### config.mk
export PLATFORM = sky130hd
export DESIGN_NAME = program_loader_flat
export DESIGN_NICKNAME = d
export VERILOG_FILES = /design/src/rtl/program_loader_if.sv /design/src/rtl/program_loader.sv /design/src/flat_wrapper.sv
export SDC_FILE = /design/constraint.sdc
export NUM_CORES = 1
export LEC_CHECK = 0
export ABC_CLOCK_PERIOD_IN_PS = 1900
export CAP_MARGIN = 20
export CORE_MARGIN = 2
export CORE_UTILIZATION = 43
export DETAILED_ROUTE_END_ITERATION = 12
export HOLD_SLACK_MARGIN = 0.06
export PLACE_DENSITY_LB_ADDON = 0.05
export REMOVE_ABC_BUFFERS = 1
export SYNTH_ARGS = -nofsm -noshare
export SYNTH_HDL_FRONTEND = slang
export SYNTH_SLANG_ARGS = --single-unit
### constraint.sdc
create_clock -name clk -period 1.9 [get_ports clk]
set_clock_uncertainty 0.1 [all_clocks]
set_input_delay 0.38 -clock clk [delete_from_list [all_inputs] [get_ports clk]]
set_output_delay 0.38 -clock clk [all_outputs]
set_load 0.005 [all_outputs]
### src/rtl/program_loader_if.sv
`default_nettype none
// ---------------------------------------------------------------------------
// program_loader_if
//   Byte-stream handshake into the loader and the instruction-memory write
//   port driven by the loader.
//   Revision: 1.0 - initial release
// ---------------------------------------------------------------------------
interface program_loader_if;
  logic       in_valid;
  logic [7:0] in_data;
  logic       in_ready;
  logic       mem_we;
  logic [3:0] mem_addr;
  logic [7:0] mem_wdata;

  // Stream source / memory observer side
  modport master (
    output in_valid, in_data,
    input  in_ready, mem_we, mem_addr, mem_wdata
  );

  // Loader side
  modport slave (
    input  in_valid, in_data,
    output in_ready, mem_we, mem_addr, mem_wdata
  );
endinterface
`default_nettype wire

### src/rtl/program_loader.sv
`default_nettype none
// ---------------------------------------------------------------------------
// program_loader
//   Boot loader: parses HDR/LEN/DATA/CSUM frames, writes the 16x8
//   instruction memory, pads unused words, checks the XOR checksum and
//   releases the CPU core from reset only after a verified load.
//   Revision: 1.0 - initial release
// ---------------------------------------------------------------------------
module program_loader #(
  parameter logic [7:0] FILL_WORD = 8'h00,
  parameter logic [7:0] HDR_BYTE  = 8'hA5
) (
  input  wire logic         clk,
  input  wire logic         reset,
  input  wire logic         start,
  program_loader_if.slave   bus,
  output logic              cpu_reset,
  output logic              load_ok,
  output logic              load_err
);

  typedef enum logic [2:0] {
    S_HDR   = 3'd0,
    S_LEN   = 3'd1,
    S_DATA  = 3'd2,
    S_CSUM  = 3'd3,
    S_FILL  = 3'd4,
    S_DONE  = 3'd5,
    S_ERROR = 3'd6
  } state_t;

  state_t     r_state, w_state_nxt;
  logic [3:0] r_cnt, w_cnt_nxt;      // data address in DATA, fill address in FILL
  logic [7:0] r_csum, w_csum_nxt;
  logic [4:0] r_len, w_len_nxt;      // 1..16
  logic       r_we, w_we_nxt;
  logic [3:0] r_addr, w_addr_nxt;
  logic [7:0] r_wdata, w_wdata_nxt;
  logic       r_cpu_reset, w_cpu_reset_nxt;
  logic       r_ok, w_ok_nxt;
  logic       r_err, w_err_nxt;
  logic       w_stream_state;
  logic       w_ready;
  logic       w_accept;

  assign w_stream_state = (r_state == S_HDR) || (r_state == S_LEN) ||
                          (r_state == S_DATA) || (r_state == S_CSUM);
  // start wins over a coincident byte, so the source sees not-ready then
  assign w_ready  = w_stream_state && !start;
  assign w_accept = bus.in_valid && w_ready;

  assign bus.in_ready  = w_ready;
  assign bus.mem_we    = r_we;
  assign bus.mem_addr  = r_addr;
  assign bus.mem_wdata = r_wdata;
  assign cpu_reset     = r_cpu_reset;
  assign load_ok       = r_ok;
  assign load_err      = r_err;

  // Next-state and next-output decode for the frame parser
  always_comb begin
    w_state_nxt     = r_state;
    w_cnt_nxt       = r_cnt;
    w_csum_nxt      = r_csum;
    w_len_nxt       = r_len;
    w_we_nxt        = 1'b0;
    w_addr_nxt      = r_addr;
    w_wdata_nxt     = r_wdata;
    w_cpu_reset_nxt = 1'b1;
    w_ok_nxt        = 1'b0;
    w_err_nxt       = 1'b0;

    if (start) begin
      w_state_nxt = S_HDR;
      w_cnt_nxt   = 4'd0;
      w_csum_nxt  = 8'd0;
    end else begin
      case (r_state)
        S_HDR: begin
          if (w_accept && (bus.in_data == HDR_BYTE)) begin
            w_state_nxt = S_LEN;
          end
        end
        S_LEN: begin
          if (w_accept) begin
            if ((bus.in_data == 8'd0) || (bus.in_data > 8'd16)) begin
              w_state_nxt = S_ERROR;
            end else begin
              w_len_nxt   = bus.in_data[4:0];
              w_csum_nxt  = bus.in_data;
              w_cnt_nxt   = 4'd0;
              w_state_nxt = S_DATA;
            end
          end
        end
        S_DATA: begin
          if (w_accept) begin
            w_we_nxt    = 1'b1;
            w_addr_nxt  = r_cnt;
            w_wdata_nxt = bus.in_data;
            w_csum_nxt  = r_csum ^ bus.in_data;
            w_cnt_nxt   = r_cnt + 4'd1;
            if ({1'b0, r_cnt} == (r_len - 5'd1)) begin
              w_state_nxt = S_CSUM;
            end
          end
        end
        S_CSUM: begin
          if (w_accept) begin
            if (bus.in_data != r_csum) begin
              w_state_nxt = S_ERROR;
            end else if (r_len == 5'd16) begin
              w_state_nxt = S_DONE;
            end else begin
              w_cnt_nxt   = r_len[3:0];
              w_state_nxt = S_FILL;
            end
          end
        end
        S_FILL: begin
          w_we_nxt    = 1'b1;
          w_addr_nxt  = r_cnt;
          w_wdata_nxt = FILL_WORD;
          w_cnt_nxt   = r_cnt + 4'd1;
          if (r_cnt == 4'd15) begin
            w_state_nxt = S_DONE;
          end
        end
        S_DONE: begin
          // Core leaves reset one edge after the final write has committed
          w_cpu_reset_nxt = 1'b0;
          w_ok_nxt        = 1'b1;
        end
        S_ERROR: begin
          w_err_nxt = 1'b1;
        end
        default: begin
          w_state_nxt = S_HDR;
        end
      endcase
    end
  end

  // State and registered-output update with synchronous reset
  always_ff @(posedge clk) begin
    if (reset) begin
      r_state     <= S_HDR;
      r_cnt       <= 4'd0;
      r_csum      <= 8'd0;
      r_len       <= 5'd0;
      r_we        <= 1'b0;
      r_addr      <= 4'd0;
      r_wdata     <= 8'd0;
      r_cpu_reset <= 1'b1;
      r_ok        <= 1'b0;
      r_err       <= 1'b0;
    end else begin
      r_state     <= w_state_nxt;
      r_cnt       <= w_cnt_nxt;
      r_csum      <= w_csum_nxt;
      r_len       <= w_len_nxt;
      r_we        <= w_we_nxt;
      r_addr      <= w_addr_nxt;
      r_wdata     <= w_wdata_nxt;
      r_cpu_reset <= w_cpu_reset_nxt;
      r_ok        <= w_ok_nxt;
      r_err       <= w_err_nxt;
    end
  end

endmodule
`default_nettype wire

### src/flat_wrapper.sv
// flat-port wrapper written by rule: the top's interface ports become plain ports
module program_loader_flat 
#(
  parameter logic [7:0] FILL_WORD = 8'h00,
  parameter logic [7:0] HDR_BYTE  = 8'hA5
)
  (clk, reset, start, cpu_reset, load_ok, load_err, bus_in_valid, bus_in_data, bus_in_ready, bus_mem_we, bus_mem_addr, bus_mem_wdata);
  program_loader_if bus_i ();
  input  wire logic clk;
  input  wire logic reset;
  input  wire logic start;
  output logic cpu_reset;
  output logic load_ok;
  output logic load_err;
  input wire logic [$bits(bus_i.in_valid)-1:0] bus_in_valid;
  input wire logic [$bits(bus_i.in_data)-1:0] bus_in_data;
  output wire logic [$bits(bus_i.in_ready)-1:0] bus_in_ready;
  output wire logic [$bits(bus_i.mem_we)-1:0] bus_mem_we;
  output wire logic [$bits(bus_i.mem_addr)-1:0] bus_mem_addr;
  output wire logic [$bits(bus_i.mem_wdata)-1:0] bus_mem_wdata;
  assign bus_i.in_valid = bus_in_valid;
  assign bus_i.in_data = bus_in_data;
  assign bus_in_ready = bus_i.in_ready;
  assign bus_mem_we = bus_i.mem_we;
  assign bus_mem_addr = bus_i.mem_addr;
  assign bus_mem_wdata = bus_i.mem_wdata;
  program_loader #(.FILL_WORD(FILL_WORD), .HDR_BYTE(HDR_BYTE)) u_core (.clk(clk), .reset(reset), .start(start), .bus(bus_i), .cpu_reset(cpu_reset), .load_ok(load_ok), .load_err(load_err));
endmodule
* Word-level counts from Yosys, hierarchy flattened *
Cells that the tools add are included.
W data, S select, Z words.

cells by class
  add/sub/neg operators = 2
  order comparisons = 1
  equality and inequality tests = 20
  muxes and demuxes = 30
  bitwise logic cells = 4
  reduce and logical (&&, ||, !) cells = 20

operators with widths
  kind                   count
  $mux W8                4
  $pmux W8 S2            2
  $mux W4                7
  $mux W3                8
  $pmux W3 S6            1
  $pmux W4 S4            1
  $reduce_and A7 Y1      2
  $ne A2 B2 Y1 const B   5
  $eq A3 B3 Y1 const B   3
  $eq A8 B8 Y1 const B   1
  $gt A8 B5 Y1 const B   1
  $logic_not A8 Y1       1
  $ne A2 B1 Y1 const B   4
  $ne A8 B8 Y1           1
  $pmux W4 S2            1
  $reduce_and A4 Y1      2
  $xor A8 B8 Y8          1
  $eq A3 B2 Y1 const B   2
  $eq A4 B5 Y1           1
  $eq A5 B5 Y1 const B   1
  $mux W1                5
  $sub A5 B1 Y5 const B  1
  $add A4 B1 Y4 const B  1
  $eq A4 B4 Y1 const B   1
  11 further kinds       20

storage, ports and cells
  bits in registers = 36
  input port bits = 12
  output and inout bits = 17

* Logic depth before layout (Yosys ltp) *
Gate-level depths: netlist (run 1).

  depth after elaboration = 9
  mapped depth = 7
  depth with buffers taken out = 7

* Worst setup path after synthesis (run 1) *
OpenSTA, ideal clock, no wires.

  path type = input to register
  start = input bus_in_data[0]
  end = register u_core.r_state[2]
  arrival = 1.790 ns
  data required time = 1.714 ns
  path slack = -0.077 ns
  stages = 6
  path buffers = 1
  cells stage by stage = buf_6 nor4_4 mux2i_4 nor2_1 or3_1 a221oi_2

on the way
  cells in the longest elaborated chain, start to end = 5
  elaborated cells on any way between the ends = 10
  those cells by class = 1 x order compare; 2 x eq/ne; 3 x mux; 4 x reduce/logical

RTL lines
  element                                           line                   RTL
  start, declared                                   flat_wrapper.sv:16     input wire logic [$bits(bus_i.in_data)-1:0] bus_in_data;
  $gt A8 B5 Y1 or $logic_not A8 Y1 (tied branches)  program_loader.sv:86   if ((bus.in_data == 8'd0) || (bus.in_data > 8'd16)) begin
  $logic_or A1 B1 Y1                                program_loader.sv:86
  $mux W3                                           program_loader.sv:86
  $mux W3                                           program_loader.sv:85   if (w_accept) begin
  $pmux W3 S6                                       program_loader.sv:78   case (r_state)
  end signal, assigned                              program_loader.sv:158  r_state <= w_state_nxt;
  end, declared                                     program_loader.sv:32   state_t r_state, w_state_nxt;

Parallel ways exist; a longest one is shown, timed or not. The select of a mux whose other input is x is not followed.
A chain may end at the register's enable or synchronous reset.

* Final worst setup path (run 1) *
  start = input bus_in_valid
  end = register u_core.r_cnt[2]

on the way
  cells in the longest elaborated chain, start to end = 3
  elaborated cells on any way between the ends = 5
  those cells by class = 3 x eq/ne; 2 x reduce/logical

RTL lines
  element                               line                   RTL
  start, declared                       flat_wrapper.sv:15     input wire logic [$bits(bus_i.in_valid)-1:0] bus_in_valid;
  $logic_and A1 B1 Y1 *                 program_loader.sv:50   assign w_accept = bus.in_valid && w_ready;
  $ne A2 B1 Y1 (no source line)         n/a
  $reduce_and A7 Y1 (no source line) *  n/a
  end signal, assigned                  program_loader.sv:159  r_cnt <= w_cnt_nxt;
  end, declared                         program_loader.sv:33   logic [3:0] r_cnt, w_cnt_nxt;

Every way passes the cells marked *; elsewhere a longest branch is shown, timed or not.

==> results of run 1 <==
registers in the layout, indices dropped and copies added, names as in the netlist:
register	cells
u_core.bus.mem_wdata	8
u_core.r_csum	8
u_core.r_len	5
u_core.bus.mem_addr	4
u_core.r_cnt	4
u_core.r_state	3
u_core.bus.mem_we	1
u_core.cpu_reset	1
u_core.load_err	1
u_core.load_ok	1
worst max-delay path: cells and delay by family:
family	cells	cell delay (ns)
simple gates	2	0.63
compound gates	2	0.32
buf+inv	1	0.47
mux	1	0.18
final timing paths:
| check | endpoint | cells after the start | slack, ns | start |
|---|---|---|---|---|
| hold / removal | u_core.bus.mem_wdata[3]$_SDFFE_PP0P_ | 2 | 0.36 | u_core.bus.mem_wdata[3]$_SDFFE_PP0P_ |
| setup reg to reg | u_core.r_state[2]$_SDFFE_PP0P_ | 6 | 0.09 | u_core.r_cnt[0]$_SDFFE_PP0P_ |
| hold reg to reg | u_core.bus.mem_wdata[3]$_SDFFE_PP0P_ | 2 | 0.36 | u_core.bus.mem_wdata[3]$_SDFFE_PP0P_ |
| setup / recovery | u_core.r_cnt[2]$_SDFFE_PP0P_ | 6 | 0.04 | bus_in_valid |
where the power goes:
| group | internal, mW | total [mW] | switching [mW] |
|---|---|---|---|
| sequential | 0.754 | 0.754 | 0.0000195 |
| combinational | 0.0666 | 0.136 | 0.0698 |
| clock | 0.260 | 0.571 | 0.311 |
layout make-up:
class                           count  area (um^2)
Timing Repair Buffer               70          579
Fill cell                         468         1930
Clock buffer                        5         68.8
Clock inverter                      3         23.8
Tap cell                           67         83.8
Sequential cell                    36          721
Inverter                            7         26.3
Multi-Input combinational cell    200         1320
cell usage in the layout, fill, tap and decap left out, types with 3 or more instances in the layout:
cell,netlist,final
buf_4,1,42
nand2_1,38,38
dfxtp_1,36,36
o21ai_0,28,28
a21oi_1,25,25
clkdlybuf4s50_1,0,19
nor2_1,14,14
nand3_1,12,12
o211ai_1,10,10
xor2_1,9,9
mux2i_1,8,8
inv_1,7,7
xnor2_1,6,6
dlygate4sd2_1,0,6
clkbuf_8,2,5
nor3_1,4,4
a31oi_1,4,4
nor4_2,1,3
a211oi_1,4,3
layer usage:
metal / global-route usage / up-vias / part of all wire
met2: 0.324 / 63 / 0.45
met5: 0 / - / 0
met4: 0.0794 / 0 / 0.018
met3: 0.0623 / 8 / 0.064
li1: - / 1052 / -
met1: 0.290 / 944 / 0.47
stage by stage:
stage,total power [mW],hold WS (ns),setup slack [ns],instance area (um^2),instances
floorplan,0.806,0.342,0.0425,2020,243
global route,1.52,0.385,-0.0280,2820,388
global placement,0.908,0.341,-0.600,2700,380
detailed placement,0.908,0.344,-0.594,2700,380
CTS,1.48,0.358,0.00754,2790,388
finish,1.46,0.356,0.0389,2820,388
cells by family (layout without fill, tap and decap cells):
group | count (synthesis) | after routing | synth area share
fa+ha+maj | 2 | 2 | 0.0117
mux | 9 | 9 | 0.0480
buf+inv | 27 | 85 | 0.0690
compound gates | 86 | 86 | 0.260
flops | 36 | 36 | 0.337
xor+xnor | 15 | 15 | 0.0614
simple gates | 88 | 88 | 0.213
what timing repair did:
action	4_1_cts	5_1_grt
gates cloned	0	0
endpoints found under the hold margin	0	0
resized for setup	14	10
pin swaps	1	4
endpoints found under the setup margin	21	14
==> metrics.yaml, run 1 <==
clkSinkCount: 36
grt_pass1_vias: 1847
hp-class: "register to register"
setup_viol: 0
grt_max_degree: 19
rsz0062_at_grt: "yes"
yosysSeqAreaShare: 0.337
wl_per_cell_um: 14.2
critPathMaxFanout: 4
post-cts-setup-buffers: 0
worstMarginPinSlew_ns: 0.482
clock-root-buffer: "clkbuf_8"
layout-drive-gt1-share: 0.231
synth_area_leaders: "dfxtp_1 (34%), nand2_1 (6.7%), o21ai_0 (6.5%)"
numCtsBuffers: 5
postSynthCellCount: 263
worstPathCellList: "clkdlybuf4s50_1 > or3b_4 > o21a_1 > a31oi_4 > and3_4 > mux2i_1"
crit_type: "input pin to register"
first_pass_iters: 5
clock_path_buffers: 2
cpMaxStageDelayCell: "clkdlybuf4s50_1"
dr_total_vias: 2067
cap_viol_max_count: 0
p_leak_nw: 0.973
clk_pin_slew_ns: 0.09
fp-row-count: 25
ant_nets: 0
synth-edff-count: 0
dpl.hpwl_um: 3930
slew_headroom: 0.678
finish.net_count: 334
timing.final.crit_share: 0.980
max-vdd-ir-drop_uv: 317
core_area_um2: 4750
h-tree-depth: 2
cp-end-kind: "register"
dieWidth_um: 74.5
ys_types: 50
fin_crit_ns: 1.86
max_freq_mhz: 537
syn-mean-instance-area_um2: 8.14
ys_seq_elements: 36
clk_latency_ns: 0.29
drv_slew: 0
yosysTopAreaCell: "dfxtp_1"
post-route-util: 0.594
synthFlopType: "dfxtp_1"
cts_tree: "yes"
gp_congestion: 0.942
drc_errors: 0
antenna_found_initial: 0
max_stage_delay_ns: 0.47
grt_usage: 0.214
ios: 29
overflow: 0
fp.dieH_um: 74.5
power_density_nw_per_um2: 518
drt-total-wl_um: 5510
syn2layout_area_growth_pct: 31.9
vias_per_cell: 5.33
netlist_top_cells_count: "nand2_1 (38), dfxtp_1 (36), o21ai_0 (28), a21oi_1 (25), nor2_1 (14)"
drt_iter0_drc: 166
start_util: 0.450
synth_top_area_frac: 0.337
run_status: "finished, final reports clean"
antenna-diode-count: 0
post-synth-top-count-cell: "nand2_1"
setup_tns_ns: 0
critical_path_arrival_ns: 1.99
synthesis.area_um2: 2140
start_kind: "input pin"
die_area_um2: 5560
async_reset_ff_frac: 0
io_buffers: 28
hold_violations: 0
postCtsHoldBufs: 0
required_ns: 2.03
synth_warnings: 0
grt_pass1_wl_um: 9000
No activity file was read; power rests on OpenSTA's default activity.
==> run 2: changes to the inputs <==
- CELL_PAD_IN_SITES_DETAIL_PLACEMENT: default -> 2
- CELL_PAD_IN_SITES_GLOBAL_PLACEMENT: default -> 2
- CORE_MARGIN: 2 -> 4
- CORE_UTILIZATION: 43 -> 29
==> run 2 against run 1 <==
Compared with the run above: global-route usage decreased by 3.5 points; first-iteration DRC count decreased by 67%; maximum frequency increased by 1.6%; routed wire length increased by 34%; via count increased by 4.4%; flip-flop and latch count unchanged; register-to-register slack about the same; sequential power about the same; critical path type unchanged.
==> metrics.yaml, run 2 (synthesis gave the netlist of run 1 again) <==
postPlaceCellArea_um2: 2780  # +3.1%
grt_usage: 0.178  # -0.0355
dieWidth_um: 93.9  # +26%
drt_iter0_drc: 54  # -67%
power.switching_mw: 0.408  # +7.0%
final_cell_count_no_fill: 426  # +9.8%
ios: 29  # unchanged
dp.cells: 416  # +9.5%
postCtsHoldBufs: 0  # unchanged
critPathMaxFanout: 4  # unchanged
clock_path_buffers: 2  # unchanged
combPwrFrac: 0.094  # about the same
start_util: 0.297  # -0.153
cts_tree: "yes"
final_common_cell: "buf_4"
gp_congestion: 0.798  # -15%
setup_viol: 0  # unchanged
worstMarginPinSlew_ns: 0.377  # -0.105 ns
internal_power_mw: 1.08  # about the same
fin_crit_ns: 1.83  # -0.0285 ns
power_density_nw_per_um2: 508  # -1.9%
die_area_um2: 8820  # +59%
rsz0062_at_grt: "yes"
switching_share: 0.274  # +0.0132
hold_violations: 0  # unchanged
run_status: "finished, final reports clean"
io_buffers: 28  # unchanged
grt_max_degree: 17  # -2
max-vdd-ir-drop_uv: 240  # -25%
wl_per_cell_um: 17.4  # +22%
antenna-diode-count: 0  # unchanged
hp-class: "register to register"
clk_latency_ns: 0.30  # about the same
seq_power_share: 0.507  # -0.009
drc_errors: 0  # unchanged
dpl.hpwl_um: 5700  # +45%
cap_viol_max_count: 0  # unchanged
start_kind: "input pin"
drv_slew: 0  # unchanged
crit_type: "input pin to register"
grt_pass1_vias: 2326  # +26%
cp-end-kind: "register"
syn2layout_area_growth_pct: 36.9
fp.dieH_um: 93.9  # +26%
required_ns: 2.03  # about the same
critical_path_arrival_ns: 1.96  # -0.03 ns
max_freq_mhz: 546  # +1.6%
vias_per_cell: 5.06  # -5.0%
fp-row-count: 31  # +24%
finish.net_count: 340  # +1.8%
stdcell_area_um2: 2930  # +3.8%
min_delay_path_depth: 2  # unchanged
overflow: 0  # unchanged
dr_total_vias: 2157  # +4.4%
first_pass_iters: 4  # -1
r2r_cells: 6  # unchanged
p_leak_nw: 1.01  # +3.4%
ant_nets: 0  # unchanged
layout-drive-gt1-share: 0.260  # +0.0294
p_clk_frac: 0.399  # +0.008
clock-root-buffer: "clkbuf_8"
core_area_um2: 7210  # +52%
h-tree-depth: 2  # unchanged
clk_pin_slew_ns: 0.08  # about the same
numCtsBuffers: 5  # unchanged
mostFrequentLayoutCells: "buf_4 (45), nand2_1 (37), dfxtp_1 (33)"
slew_headroom: 0.748  # +0.0701
antenna_found_initial: 0  # unchanged
drt-total-wl_um: 7410  # +34%
grt_pass1_wl_um: 12200  # +35%
clkSinkCount: 36  # unchanged
timing.final.crit_share: 0.965  # -0.0150
ff2ff_setup_slack_ns: 0.09  # about the same
[run 2: timing repair]
action                     CTS  global route
pin swaps                    2             8
setup buffers                1             1
setup endpoints to repair   21            12
resized for setup           15            19
[run 2: cell type report]
cell class | count | area [um^2]
repair buffers | 76 | 646
flip-flops and latches | 36 | 724
inverters | 7 | 26.3
clock inverters | 3 | 23.8
fillers | 851 | 4290
clock buffers | 5 | 68.8
well taps | 99 | 124
multi-input cells | 200 | 1320
[run 2: stage by stage]
stage          setup TNS, ns  hold slack [ns]  setup slack [ns]  total power [mW]   util
2_1_floorplan              0            0.342            0.0425             0.806      -
3_3_place_gp          -10.09            0.341            -0.566             0.911  0.385
3_5_place_dp          -10.63            0.353            -0.621             0.912  0.385
4_1_cts                    0            0.364            0.0102              1.51  0.401
5_1_grt              -0.0152            0.387           -0.0147              1.55  0.406
6_report                   0            0.361            0.0673              1.49  0.406
[run 2: critical path: stages]
cell and delay [ns]:
dlygate4sd2_1 0.31, buf_4 0.17, xor2_1 0.14, nor4_2 0.21, buf_4 0.16, a21o_1 0.17, and3_4 0.23, mux2i_1 0.19
[run 2: final timing paths]
kind	from	endpoint
max	bus_in_data[5]	u_core.r_cnt[2]$_SDFFE_PP0P_
min	u_core.bus.mem_addr[3]$_SDFFE_PP0P_	u_core.bus.mem_addr[3]$_SDFFE_PP0P_
max reg2reg	u_core.r_cnt[0]$_SDFFE_PP0P_	u_core.r_state[2]$_SDFFE_PP0P_
min reg2reg	u_core.bus.mem_addr[3]$_SDFFE_PP0P_	u_core.bus.mem_addr[3]$_SDFFE_PP0P_
[run 2: per-layer routing]
metal	up-vias	part of all wire	GRT usage
li1	1061	-	-
met1	1062	0.48	0.237
met2	29	0.49	0.302
met3	5	0.021	0.0240
met4	0	0.0082	0.0505
met5	-	0	0
[run 2: power by group through the flow]
stage	combinational (mW)	clock [mW]	sequential, mW
CTS	0.138	0.616	0.754
global placement	0.139	0	0.772
floorplan	0.0340	0	0.772
detailed placement	0.140	0	0.772
finish	0.140	0.594	0.754
global route	0.152	0.649	0.754
